$ cat config.mk
export PLATFORM = sky130hd
export DESIGN_NAME = op_sched
export DESIGN_NICKNAME = d
export VERILOG_FILES = /design/src/rtl/op_sched_pkg.sv /design/src/rtl/nest_counter.sv /design/src/rtl/op_sched.sv
export SDC_FILE = /design/constraint.sdc
export NUM_CORES = 1
export LEC_CHECK = 0
export ABC_AREA = 1
export CORE_MARGIN = 1
export CORE_UTILIZATION = 55
export CTS_CLUSTER_SIZE = 40
export DETAILED_ROUTE_END_ITERATION = 12
export GPL_TIMING_DRIVEN = 0
export PLACE_DENSITY_LB_ADDON = 0.2
export SLEW_MARGIN = 20
export SYNTH_ARGS = -nofsm -noshare
export SYNTH_HDL_FRONTEND = slang
export SYNTH_SLANG_ARGS = --single-unit
$ cat constraint.sdc
create_clock -name clk -period 6.98 [get_ports clk]
set_clock_uncertainty 0.15 [all_clocks]
set_input_delay 1.047 -clock clk [delete_from_list [all_inputs] [get_ports clk]]
set_output_delay 1.047 -clock clk [all_outputs]
set_load 0.1 [all_outputs]
$ cat src/rtl/op_sched_pkg.sv
// Shared opcode encodings for the layer scheduler; these match the command word
// produced by the decoder.
package op_sched_pkg;

  localparam logic [2:0] OP_IDLE    = 3'b000;
  localparam logic [2:0] OP_CONV    = 3'b001;
  localparam logic [2:0] OP_MAXPOOL = 3'b100;
  localparam logic [2:0] OP_AVGPOOL = 3'b101;

  function automatic logic op_supported(input logic [2:0] op);
    return (op == OP_CONV) || (op == OP_MAXPOOL) || (op == OP_AVGPOOL);
  endfunction

endpackage

$ cat src/rtl/nest_counter.sv
// Wrapping counter for one level of a loop nest; 'wrap' carries into the next
// outer level and 'count_next' lets the parent look one step ahead.
module nest_counter #(
  parameter int W = 8
) (
  input  logic         clk,
  input  logic         rst,
  input  logic         clr,
  input  logic         en,
  input  logic [W-1:0] limit,
  output logic [W-1:0] count,
  output logic [W-1:0] count_next,
  output logic         wrap
);

  logic at_max;

  assign at_max = (count == (limit - W'(1)));
  assign wrap   = en && at_max;

  always_comb begin
    count_next = count;
    if (clr) begin
      count_next = '0;
    end else if (en) begin
      count_next = at_max ? '0 : (count + W'(1));
    end
  end

  always_ff @(posedge clk) begin
    if (rst) begin
      count <= '0;
    end else begin
      count <= count_next;
    end
  end

endmodule

$ cat src/rtl/op_sched.sv
// Layer loop scheduler: latches one command and issues one engine job per
// output point (channel innermost, then column, then row).
module op_sched
  import op_sched_pkg::*;
#(
  parameter int CH_W   = 16,
  parameter int SIDE_W = 8
) (
  input  logic              clk,
  input  logic              rst,
  input  logic              cmd_valid,
  output logic              cmd_ready,
  input  logic [2:0]        op_type,
  input  logic [3:0]        stride,
  input  logic [7:0]        kernel,
  input  logic [SIDE_W-1:0] o_side,
  input  logic [CH_W-1:0]   i_channel,
  input  logic [CH_W-1:0]   o_channel,
  output logic              eng_req,
  input  logic              eng_ack,
  input  logic              eng_idle,
  output logic [2:0]        job_op,
  output logic [7:0]        job_kernel,
  output logic [SIDE_W-1:0] job_x,
  output logic [SIDE_W-1:0] job_y,
  output logic [CH_W-1:0]   job_ch,
  output logic [SIDE_W-1:0] job_ix,
  output logic [SIDE_W-1:0] job_iy,
  output logic              job_last,
  output logic              busy,
  output logic              done,
  output logic              err,
  output logic [31:0]       jobs_issued
);

  typedef enum logic [2:0] {
    S_IDLE   = 3'd0,
    S_CHECK  = 3'd1,
    S_ISSUE  = 3'd2,
    S_DRAIN  = 3'd3,
    S_FINISH = 3'd4
  } state_t;

  state_t state, state_next;

  logic [3:0]        stride_r;
  logic [SIDE_W-1:0] side_r;
  logic [CH_W-1:0]   ich_r;
  logic [CH_W-1:0]   och_r;
  logic [CH_W-1:0]   lim;
  logic              reject;
  logic              load;
  logic              fire;
  logic              adv;
  logic [SIDE_W-1:0] step;

  logic [CH_W-1:0]   ch_n;
  logic [SIDE_W-1:0] x_n;
  logic [SIDE_W-1:0] y_n;
  logic              ch_wrap;
  logic              x_wrap;
  logic              y_wrap;

  // Pooling runs over the input channels; conv runs over the output channels.
  always_comb begin
    lim = '0;
    if (job_op == OP_CONV) begin
      lim = och_r;
    end else if ((job_op == OP_MAXPOOL) || (job_op == OP_AVGPOOL)) begin
      lim = ich_r;
    end
  end

  assign reject = !op_supported(job_op) || (side_r == '0) || (stride_r == '0) || (lim == '0);
  assign load   = (state == S_IDLE) && cmd_valid;
  assign fire   = (state == S_ISSUE) && eng_ack;
  assign adv    = fire && !job_last;
  assign step   = SIDE_W'(stride_r);

  assign cmd_ready = (state == S_IDLE);
  assign busy      = (state != S_IDLE);
  assign eng_req   = (state == S_ISSUE);

  nest_counter #(.W(CH_W)) u_ch (
    .clk(clk), .rst(rst), .clr(load), .en(adv), .limit(lim),
    .count(job_ch), .count_next(ch_n), .wrap(ch_wrap)
  );

  nest_counter #(.W(SIDE_W)) u_x (
    .clk(clk), .rst(rst), .clr(load), .en(ch_wrap), .limit(side_r),
    .count(job_x), .count_next(x_n), .wrap(x_wrap)
  );

  nest_counter #(.W(SIDE_W)) u_y (
    .clk(clk), .rst(rst), .clr(load), .en(x_wrap), .limit(side_r),
    .count(job_y), .count_next(y_n), .wrap(y_wrap)
  );

  always_ff @(posedge clk) begin
    if (rst) begin
      state <= S_IDLE;
    end else begin
      state <= state_next;
    end
  end

  always_comb begin
    state_next = state;
    unique case (state)
      S_IDLE:   if (cmd_valid) state_next = S_CHECK;
      S_CHECK:  state_next = reject ? S_IDLE : S_ISSUE;
      S_ISSUE:  if (fire && job_last) state_next = S_DRAIN;
      S_DRAIN:  if (eng_idle) state_next = S_FINISH;
      S_FINISH: state_next = S_IDLE;
      default:  state_next = S_IDLE;
    endcase
  end

  always_ff @(posedge clk) begin
    if (rst) begin
      job_op      <= '0;
      job_kernel  <= '0;
      stride_r    <= '0;
      side_r      <= '0;
      ich_r       <= '0;
      och_r       <= '0;
      job_ix      <= '0;
      job_iy      <= '0;
      job_last    <= 1'b0;
      jobs_issued <= '0;
      done        <= 1'b0;
      err         <= 1'b0;
    end else begin
      if (load) begin
        job_op      <= op_type;
        job_kernel  <= kernel;
        stride_r    <= stride;
        side_r      <= o_side;
        ich_r       <= i_channel;
        och_r       <= o_channel;
        job_ix      <= '0;
        job_iy      <= '0;
        job_last    <= 1'b0;
        jobs_issued <= '0;
      end
      // Counters sit at zero here, so the first job is last only for a 1x1x1 volume.
      if (state == S_CHECK) begin
        job_last <= (lim == CH_W'(1)) && (side_r == SIDE_W'(1));
      end
      if (ch_wrap) begin
        job_ix <= x_wrap ? '0 : (job_ix + step);
      end
      if (x_wrap) begin
        job_iy <= y_wrap ? '0 : (job_iy + step);
      end
      if (adv) begin
        job_last <= (ch_n == (lim - CH_W'(1))) &&
                    (x_n == (side_r - SIDE_W'(1))) &&
                    (y_n == (side_r - SIDE_W'(1)));
      end
      if (fire) begin
        jobs_issued <= jobs_issued + 32'd1;
      end
      err  <= (state == S_CHECK) && reject;
      done <= (state == S_FINISH);
    end
  end

endmodule

==> results of run 1 <==
-- logic make-up (layout without fill, tap and decap cells) --
logic type      Yosys count  count (layout)  share of synthesized area
buf+inv                 216             404                     0.0959
fa+ha+maj                18              18                     0.0267
flops                   141             141                      0.314
xor+xnor                 33              33                     0.0321
simple gates            823             823                      0.421
compound gates          181             181                      0.111
-- routing by layer --
metal,vias to the layer above,wire length [um]
met5,-,0
met1,4632,11700
met2,492,13300
met3,87,2600
li1,4953,-
met4,0,1190
-- power by group through the flow --
stage | clock network (mW) | logic (mW) | registers [mW]
after global routing | 0.924 | 0.923 | 0.883
after floorplan | 0 | 0.531 | 0.958
after global placement | 0 | 0.798 | 0.894
after CTS | 0.888 | 0.822 | 0.878
after detailed placement | 0 | 0.815 | 0.895
final | 0.887 | 0.836 | 0.879
-- area by class of cell --
class / instances / area (um^2) / area share
flip-flops and latches: 141 / 2820 / 0.248
clock inverters: 14 / 128 / 0.0112
repair buffers: 156 / 1560 / 0.137
inverters: 173 / 649 / 0.0570
plain buffers: 43 / 214 / 0.0188
well taps: 216 / 270 / 0.0237
clock buffers: 18 / 439 / 0.0385
multi-input cells: 1055 / 5320 / 0.466
-- tightest hold or removal path, cell delays in order, from the launching register on --
cell and delay [ns]:
dfxtp_1 0.30, inv_1 0.06, a21oi_1 0.05
-- flip-flops by register name, summed over array words and instances, names as in the netlist, 8 cells and up --
| signal | flops |
|---|---|
| job_kernel | 8 |
| och_r | 16 |
| job_ix | 8 |
| u_ch.count | 16 |
| u_y.count | 8 |
| job_iy | 8 |
| side_r | 8 |
| ich_r | 16 |
| u_x.count | 8 |
| jobs_issued | 32 |
-- worst max path at each step --
stage / startpoint / endpoint
3_3_place_gp: eng_ack / job_last
5_1_grt: eng_ack / job_last
6_report: eng_ack / job_last
3_5_place_dp: eng_ack / job_last
4_1_cts: eng_ack / job_last
2_1_floorplan: state[2] / jobs_issued[5]
-- placed cells by master, fill, tap and decap left out, drive strengths merged, types with 3 or more instances in the layout --
master,Yosys,routed
a21oi,65,65
xor2,31,31
clkbuf,34,52
inv,168,175
buf,9,9
o21ai,86,86
o22ai,4,4
nor2,236,236
a211oi,11,11
dfxtp,141,141
ha,16,16
clkinv,5,10
a221oi,3,3
nor3,27,27
clkdlybuf4s50,0,156
or2,5,5
nand2,345,345
nand3,146,146
nand4,46,46
nand3b,5,5
nor4,9,9
nor3b,3,3
-- Yosys cell counts, types with 19 or more instances --
cell      instances  area, um^2
a21oi_1          64         320
clkbuf_1         33         124
dfxtp_1         141        2820
inv_1           161         604
nand2_1         322        1210
nand2_2          19         119
nand3_1         136         681
nand4_1          46         288
nor2_1          214         803
nor3_1           24         120
o21ai_0          82         410
xor2_1           31         272
==> results.yml, run 1 <==
yosys:
  synth_seq_cells: 141
  synthArstFlopShare: 0
  synth-edff-count: 0
  synthCells: 1412
  syn_nets: 1490
  synth_ff_type: "dfxtp_1"
  synth_cell_types: 49
  synth-seq-area-share: 0.314
  syn_avg_cell_area_um2: 6.38
  yosysWarnings: 0
  synth_area_um2: 9000
floorplanning:
  start_util: 0.565
  fp.dieH_um: 130
  ios: 157
  die_width_um: 130
  core_um2: 15900
  rows: 46
  die_area_um2: 16900
clock_tree:
  cts_root_buffer: "clkbuf_16"
  path_clk_slew_ns: 0.07
  htreeDepth: 4
  cts_tree: "built"
  holdBufCountCts: 0
  cts_post_setup_buffers_inserted: 0
  clk_latency_ns: 0.44
  cts_resized: 0
  numClockSinks: 141
  cts_buffers: 17
  clk_path_buf_depth: 2
worst_hold_path:
  hp-class: "flop to flop"
  hold_depth: 2
  holdPathEnd: "och_r[14]"
  worstHoldStart: "och_r[14]"
setup_path:
  crit_family: "simple AND/OR/NAND/NOR gates"
  path_class: "input port to flop"
  slowest_delay_ns: 0.56
  cp_data_arrival_time_ns: 4.62
  path_max_fanout: 9
  crit_path_frequent_cell: "nor2_1"
  worst-r2r-cell-count: 28
  cp.depth: 19
  cp_cell_sequence: "clkdlybuf4s50_1, nand4_1, nor2_1, nand3_1, nor2_1, nand4_1, nor3_1, xor2_1, inv_1, nand3_1, nand2_1, nand2_1, nor2_1, nand2_1, nor2_1, nand2_1, nor2_1, nand3_1, a21oi_2"
  start_kind: "input port"
  cp.required_ns: 7.21
  rrSetupSlack_ns: 2.73
  end_kind: "flop"
  crit_path_top_delay_cell: "clkdlybuf4s50_1"
  crit_buf_inv: 2
  rr_startpoint: "job_op[0]"
  r2r-end: "job_last"
global_route:
  grt_pass1_wl_mm: 45.6
  grtUsageMet3: 0.0841
  grt_max_degree: 17
  grt_util_met1: 0.418
  busiest_layer: "met2"
  grt.total_usage: 0.350
  gr-usage-met2: 0.579
  grt_remaining_overflow: 0
  grt_antenna_before_repair: 2
  grt_pass1_vias: 9459
route:
  vias_per_cell: 5.60
  ant_nets: 0
  drt_iter0_markers: 1074
  num_vias: 10200
  drc: 0
  drt_pass1_iterations: 8
  avgRoutedWirePerCell_um: 15.9
  wirelength_mm: 28.8
place:
  placed_cell_area_um2: 10800
  gp_congestion: 0.954
  dpl.cell_count: 1784
  port_buffers: 156
  pre_cts_slack_ns: 2.28
  dpl.hpwl_mm: 21.7
cells_and_area:
  fillers: 1386
  drive_gt1_frac: 0.0725
  final_cells: 1816
  final_cell_area_um2: 11400
  nNetsFinal: 1665
  syn_to_final_growth_pct: 26.6
  utilization: 0.715
  antennaDiodeCount: 0
pwr:
  p_clk_frac: 0.341
  power.leakage_nw: 4.84
  p_int_mw: 1.57
  comb_power_share: 0.321
  power.switching_mw: 1.03
  switching_share: 0.396
  finalPower_mw: 2.60
  ir_drop_mv: 0.251
  seqPwrFrac: 0.338
  powerDensity_nw_per_um2: 228
sta:
  setup_slack_ns: 2.59
  hold_viol_final: 0
  fin_crit_ns: 4.39
  fmax_mhz: 228
  final.setup.tns_ns: 0
  fin_crit_sh: 0.629
  worst-slew-pin-transition_ns: 1.02
  relSlewSlack: 0.315
  finalMaxSlewViolations: 0
  timing.hold.ws_ns: 0.308
  setup_viol: 0
  rsz0062_at_grt: "false"
run_status:
  status: "finished clean"
job:
  maxCapViolations: 0
Note: power is estimated with default switching activity, not from simulation.
==> run 2, diff against run 1 <==
CORE_UTILIZATION = 54   (was 55)
clock period = 4.6 ns   (was 6.98 ns; I/O delays follow)
==> run 2 against run 1 <==
Global-route usage shrank 1.0 points. Critical endpoint unchanged. Critical path type is now flop to flop. Clock power increased by 58%. Largest cell class unchanged. Register-to-register slack got worse by 2.5 ns. Core utilization fell by 0.31 points. Highest routed layer unchanged.
==> results.yml, run 2 (synthesis gave the netlist of run 1 again) <==
cells_and_area:
  final_common_cell: "nand2_1"
  nNetsFinal: 1665
  drive_gt1_frac: 0.0738
  largest_register_ffs: 32
  syn_to_final_growth_pct: 27.0
  antennaDiodeCount: 0
  fillers: 1371
  regMostFlops: "jobs_issued"
  final_cell_area_um2: 11400
  final_cell_mix: "nand2_1, nor2_1, inv_1, clkdlybuf4s50_1, dfxtp_1"
pwr:
  ir_drop_mv: 0.331
  switching_share: 0.386
  p_int_mw: 2.46
  powerDensity_nw_per_um2: 351
  power.switching_mw: 1.55
  power.leakage_nw: 4.85
  comb_power_share: 0.318
  p_clk_frac: 0.348
  seqPwrFrac: 0.334
clock_tree:
  cts_post_setup_buffers_inserted: 0
  cts_root_buffer: "clkbuf_16"
  numClockSinks: 141
  htreeDepth: 4
  cts_resized: 0
  cts_tree: "built"
  clk_latency_ns: 0.44
  holdBufCountCts: 0
  path_clk_slew_ns: 0.08
  cts_buffers: 17
  clk_path_buf_depth: 2
sta:
  fmax_mhz: 231
  rsz0062_at_grt: "false"
  final.setup.tns_ns: 0
  fin_crit_sh: 0.941
  relSlewSlack: 0.304
  hold_viol_final: 0
  fin_crit_ns: 4.33
  worst-slew-pin-transition_ns: 1.04
  setup_viol: 0
  finalMaxSlewViolations: 0
global_route:
  grt_max_degree: 17
  grt_pass1_vias: 9345
  grt_remaining_overflow: 0
  grt_pass1_wl_mm: 47.1
  grt_antenna_before_repair: 0
  grt.total_usage: 0.340
route:
  drt_pass1_iterations: 6
  ant_nets: 0
  drt_iter0_markers: 923
  vias_per_cell: 5.56
  wirelength_mm: 28.8
  avgRoutedWirePerCell_um: 15.9
  drc: 0
  num_vias: 10100
floorplanning:
  start_util: 0.561
  core_um2: 16100
  fp.dieH_um: 131
  die_width_um: 131
  die_area_um2: 17200
  ios: 157
  rows: 46
setup_path:
  rrSetupSlack_ns: 0.27
  end_kind: "flop"
  crit_path_frequent_cell: "nand2_1"
  cp_data_arrival_time_ns: 4.54
  path_max_fanout: 10
  start_kind: "flop"
  cp.required_ns: 4.81
  path_class: "flop to flop"
  slowest_delay_ns: 0.38
  crit_path_top_delay_cell: "dfxtp_1"
run_status:
  status: "finished clean"
place:
  placed_cell_area_um2: 10800
  gp_congestion: 0.954
  dpl.hpwl_mm: 22.0
  port_buffers: 156
job:
  maxCapViolations: 0
worst_hold_path:
  hp-class: "flop to flop"
-- run 2: cell types whose count changed in the layout (fill, tap and decap cells not counted), sizes merged --
cell    previous run  this run
bufinv             0         1
inv              175       173
clkinv            10         9
clkbuf            52        54
-- run 2: power groups by stage --
| stage | registers (mW) | logic, mW | clock network, mW |
|---|---|---|---|
| CTS | 1.34 | 1.25 | 1.40 |
| floorplan | 1.45 | 0.807 | 0 |
| finish | 1.34 | 1.27 | 1.40 |
| global placement | 1.36 | 1.22 | 0 |
| global route | 1.34 | 1.41 | 1.46 |
| detailed placement | 1.36 | 1.24 | 0 |
-- run 2: final timing paths --
kind                            startpoint        end  depth (start not counted)
worst max-delay path             job_op[0]   job_last                         26
worst min-delay path             och_r[15]  och_r[15]                          2
worst max register to register   job_op[0]   job_last                         26
worst min register to register   och_r[15]  och_r[15]                          2
-- run 2: routing by layer --
| metal | wire length [um] | share of wire | vias up | track usage |
|---|---|---|---|---|
| li1 | - | - | 4954 | - |
| met1 | 12200 | 0.42 | 4577 | 0.434 |
| met2 | 13000 | 0.45 | 481 | 0.553 |
| met3 | 2660 | 0.092 | 84 | 0.0737 |
| met4 | 943 | 0.033 | 0 | 0.141 |
| met5 | 0 | 0 | - | 0 |
-- run 2: worst max-delay path, delay by kind of cell (launching register included) --
kind	cells	cell delay, ns
AO/OA/AOI/OAI	1	0.14
adder cells (fa/ha/maj)	1	0.20
buffers and inverters	3	0.47
flip-flops	1	0.38
AND/OR/NAND/NOR	21	2.91
-- run 2: layout make-up --
cell class | count | area, um^2 | share of cell area
Buffer | 43 | 214 | 0.0187
Sequential cell | 141 | 2820 | 0.247
Clock buffer | 20 | 467 | 0.0408
Tap cell | 216 | 270 | 0.0236
Inverter | 173 | 649 | 0.0568
Clock inverter | 12 | 125 | 0.0109
Multi-Input combinational cell | 1055 | 5330 | 0.466
Timing Repair Buffer | 156 | 1560 | 0.137
-- run 2: through the flow --
step	total power [mW]	cells	worst slack [ns]	hold slack [ns]	utilization
2_1_floorplan	2.26	1412	0.500	0.280	-
3_3_place_gp	2.58	1784	0.193	0.294	0.675
3_5_place_dp	2.60	1784	0.202	0.296	0.675
4_1_cts	3.99	1816	0.321	0.309	0.712
5_1_grt	4.21	1816	0.0171	0.337	0.712
6_report	4.01	1816	0.272	0.307	0.712
==> run 3, diff against run 2 <==
CORE_UTILIZATION = 55   (was 54)
GPL_TIMING_DRIVEN = unset   (was 0)
SYNTH_HIERARCHICAL = 1   (was unset)
==> run 3 against run 2 <==
Total power is 0.29% higher. Routed wire length is 4.2% lower. Sequential share of layout area is 1.8 points lower. Count of clock-buffer cells in the layout is 1 lower. Sequential power hardly changed. Via count is 1.4% higher. Core utilization is 2.8 points higher. Critical path type unchanged. Critical endpoint unchanged. Largest power group is now registers.
==> results.yml, run 3 <==
run_status:
  status: "finished clean"
setup_path:
  path_max_fanout: 9
  cp_data_arrival_time_ns: 4.64
  crit_path_frequent_cell: "nand2_1"
  slowest_delay_ns: 0.39
  start_kind: "flop"
  cp.required_ns: 4.83
  crit_path_top_delay_cell: "dfxtp_4"
  end_kind: "flop"
  path_class: "flop to flop"
floorplanning:
  start_util: 0.569
  core_um2: 16700
  die_area_um2: 17800
  fp.dieH_um: 133
  die_width_um: 133
  rows: 47
  ios: 157
place:
  pre_cts_slack_ns: -0.468
  gp_congestion: 0.937
  port_buffers: 156
  dpl.hpwl_mm: 20.0
cells_and_area:
  utilization: 0.740
  largest_register_ffs: 32
  fillers: 1366
  final_common_cell: "nand2_1"
  drive_gt1_frac: 0.148
  syn_to_final_growth_pct: 30.1
  seq_area_um2: 2830
  nNetsFinal: 1760
  final_cell_mix: "nand2_1, nor2_1, inv_1, clkdlybuf4s50_1, dfxtp_1"
  regMostFlops: "jobs_issued"
  multi_input_area_um2: 5940
sta:
  finalMaxSlewViolations: 0
  rsz0062_at_grt: "true"
  worst-slew-pin-transition_ns: 1.06
  fmax_mhz: 227
  fin_crit_sh: 0.959
  relSlewSlack: 0.290
  hold_viol_final: 0
  setup_viol: 0
  fin_crit_ns: 4.41
  setup_slack_ns: 0.188
clock_tree:
  cts_tree: "built"
  cts_root_buffer: "clkbuf_16"
  clk_latency_ns: 0.43
  cts_buffers: 17
  htreeDepth: 4
  clk_path_buf_depth: 2
  path_clk_slew_ns: 0.06
  numClockSinks: 141
yosys:
  syn_avg_cell_area_um2: 6.37
  synth_ff_type: "dfxtp_1"
  synth_cell_types: 52
  netlist_top_cells_count: "nand2_1, nor2_1, inv_1, dfxtp_1, nand3_1"
  synthCells: 1493
  synth_top_area_frac: 0.297
  synth_area_leader_cell: "dfxtp_1"
  synth-seq-area-share: 0.297
  syn_nets: 1575
  synth_most_common_cell: "nand2_1"
  synth_seq_cells: 141
  synthArstFlopShare: 0
  synth_area_leaders: "dfxtp_1, nand2_1, nor2_1"
  yosysWarnings: 6
  synth_area_um2: 9500
  synth-edff-count: 0
pwr:
  ir_drop_mv: 0.304
  power.leakage_nw: 5.44
  finalPower_mw: 4.02
  powerDensity_nw_per_um2: 325
global_route:
  grt_antenna_before_repair: 0
  grt_remaining_overflow: 0
  grt_max_degree: 76
  grt_pass1_vias: 9169
  grt_pass1_wl_mm: 44.4
  grt.total_usage: 0.310
route:
  drt_pass1_iterations: 8
  ant_nets: 0
  wirelength_mm: 27.6
  drc: 0
  drt_iter0_markers: 772
  avgRoutedWirePerCell_um: 14.4
  num_vias: 10200
  vias_per_cell: 5.36
worst_hold_path:
  hp-class: "flop to flop"
job:
  maxCapViolations: 0
## run 3: cell types whose count changed in the layout (fill, tap and decap cells not counted), sizes merged, moves of 24 or more
| cell | before | now |
|---|---|---|
| clkbuf | 54 | 19 |
| nand2 | 345 | 395 |
| nand3 | 146 | 102 |
| inv | 173 | 205 |
| nor2 | 236 | 270 |
| nand4 | 46 | 22 |
| buf | 9 | 48 |
## run 3: cell type report
type / count / area share
multi-input cells: 1107 / 0.481
flip-flops and latches: 141 / 0.229
clock buffers: 19 / 0.0350
clock inverters: 13 / 0.0116
inverters: 208 / 0.0655
well taps: 220 / 0.0223
repair buffers: 203 / 0.156
diodes: 1 / 0.000202
## run 3: timing repair
action                                  in CTS  in global routing
hold buffers                                 0                  0
pin swaps                                    1                 48
gates cloned                                 0                  0
endpoints found under the setup margin       1                  1
gates resized for setup                      0                 49
setup buffers                                1                 12
## run 3: kinds of logic after synthesis
family | after synthesis | share of synthesized area
simple gates | 833 | 0.409
compound gates | 202 | 0.117
buf+inv | 245 | 0.100
xor+xnor | 50 | 0.0461
flops | 141 | 0.297
fa+ha+maj | 22 | 0.0305
## run 3: final timing paths
path,start,end,slack [ns],cells past startpoint
setup reg to reg,job_op[1],job_last,0.19,41
hold reg to reg,ich_r[5],ich_r[5],0.32,2
setup / recovery,job_op[1],job_last,0.19,41
hold / removal,ich_r[5],ich_r[5],0.32,2
## run 3: layer usage
metal	wire length [um]	vias up	track usage
met1	12100	4673	0.418
li1	-	5124	-
met2	12600	389	0.486
met4	689	0	0.124
met3	2240	53	0.0597
met5	0	-	0
## run 3: worst max-delay path: cells and delay by family (launching register included)
kind          cells  cell delay, ns
simple gates     32            3.03
buf+inv           8            0.65
flops             1            0.39
xor+xnor          1            0.14
## run 3: through the flow
| step | instance area, um^2 | TNS, ns | hold WS [ns] | cells |
|---|---|---|---|---|
| 6_report | 12400 | 0 | 0.322 | 1912 |
| 5_1_grt | 12400 | -0.217 | 0.353 | 1911 |
| 4_1_cts | 12100 | 0 | 0.320 | 1899 |
| 3_5_place_dp | 11500 | -0.468 | 0.312 | 1866 |
| 3_3_place_gp | 11500 | -0.360 | 0.296 | 1866 |
| 2_1_floorplan | 9590 | -0.262 | 0.280 | 1493 |
## run 3: power by group
| part | internal, mW | total [mW] | switching (mW) |
|---|---|---|---|
| Clock | 0.801 | 1.37 | 0.570 |
| Combinational | 0.427 | 1.28 | 0.857 |
| Sequential | 1.29 | 1.37 | 0.0750 |
| Total | 2.52 | 4.02 | 1.50 |
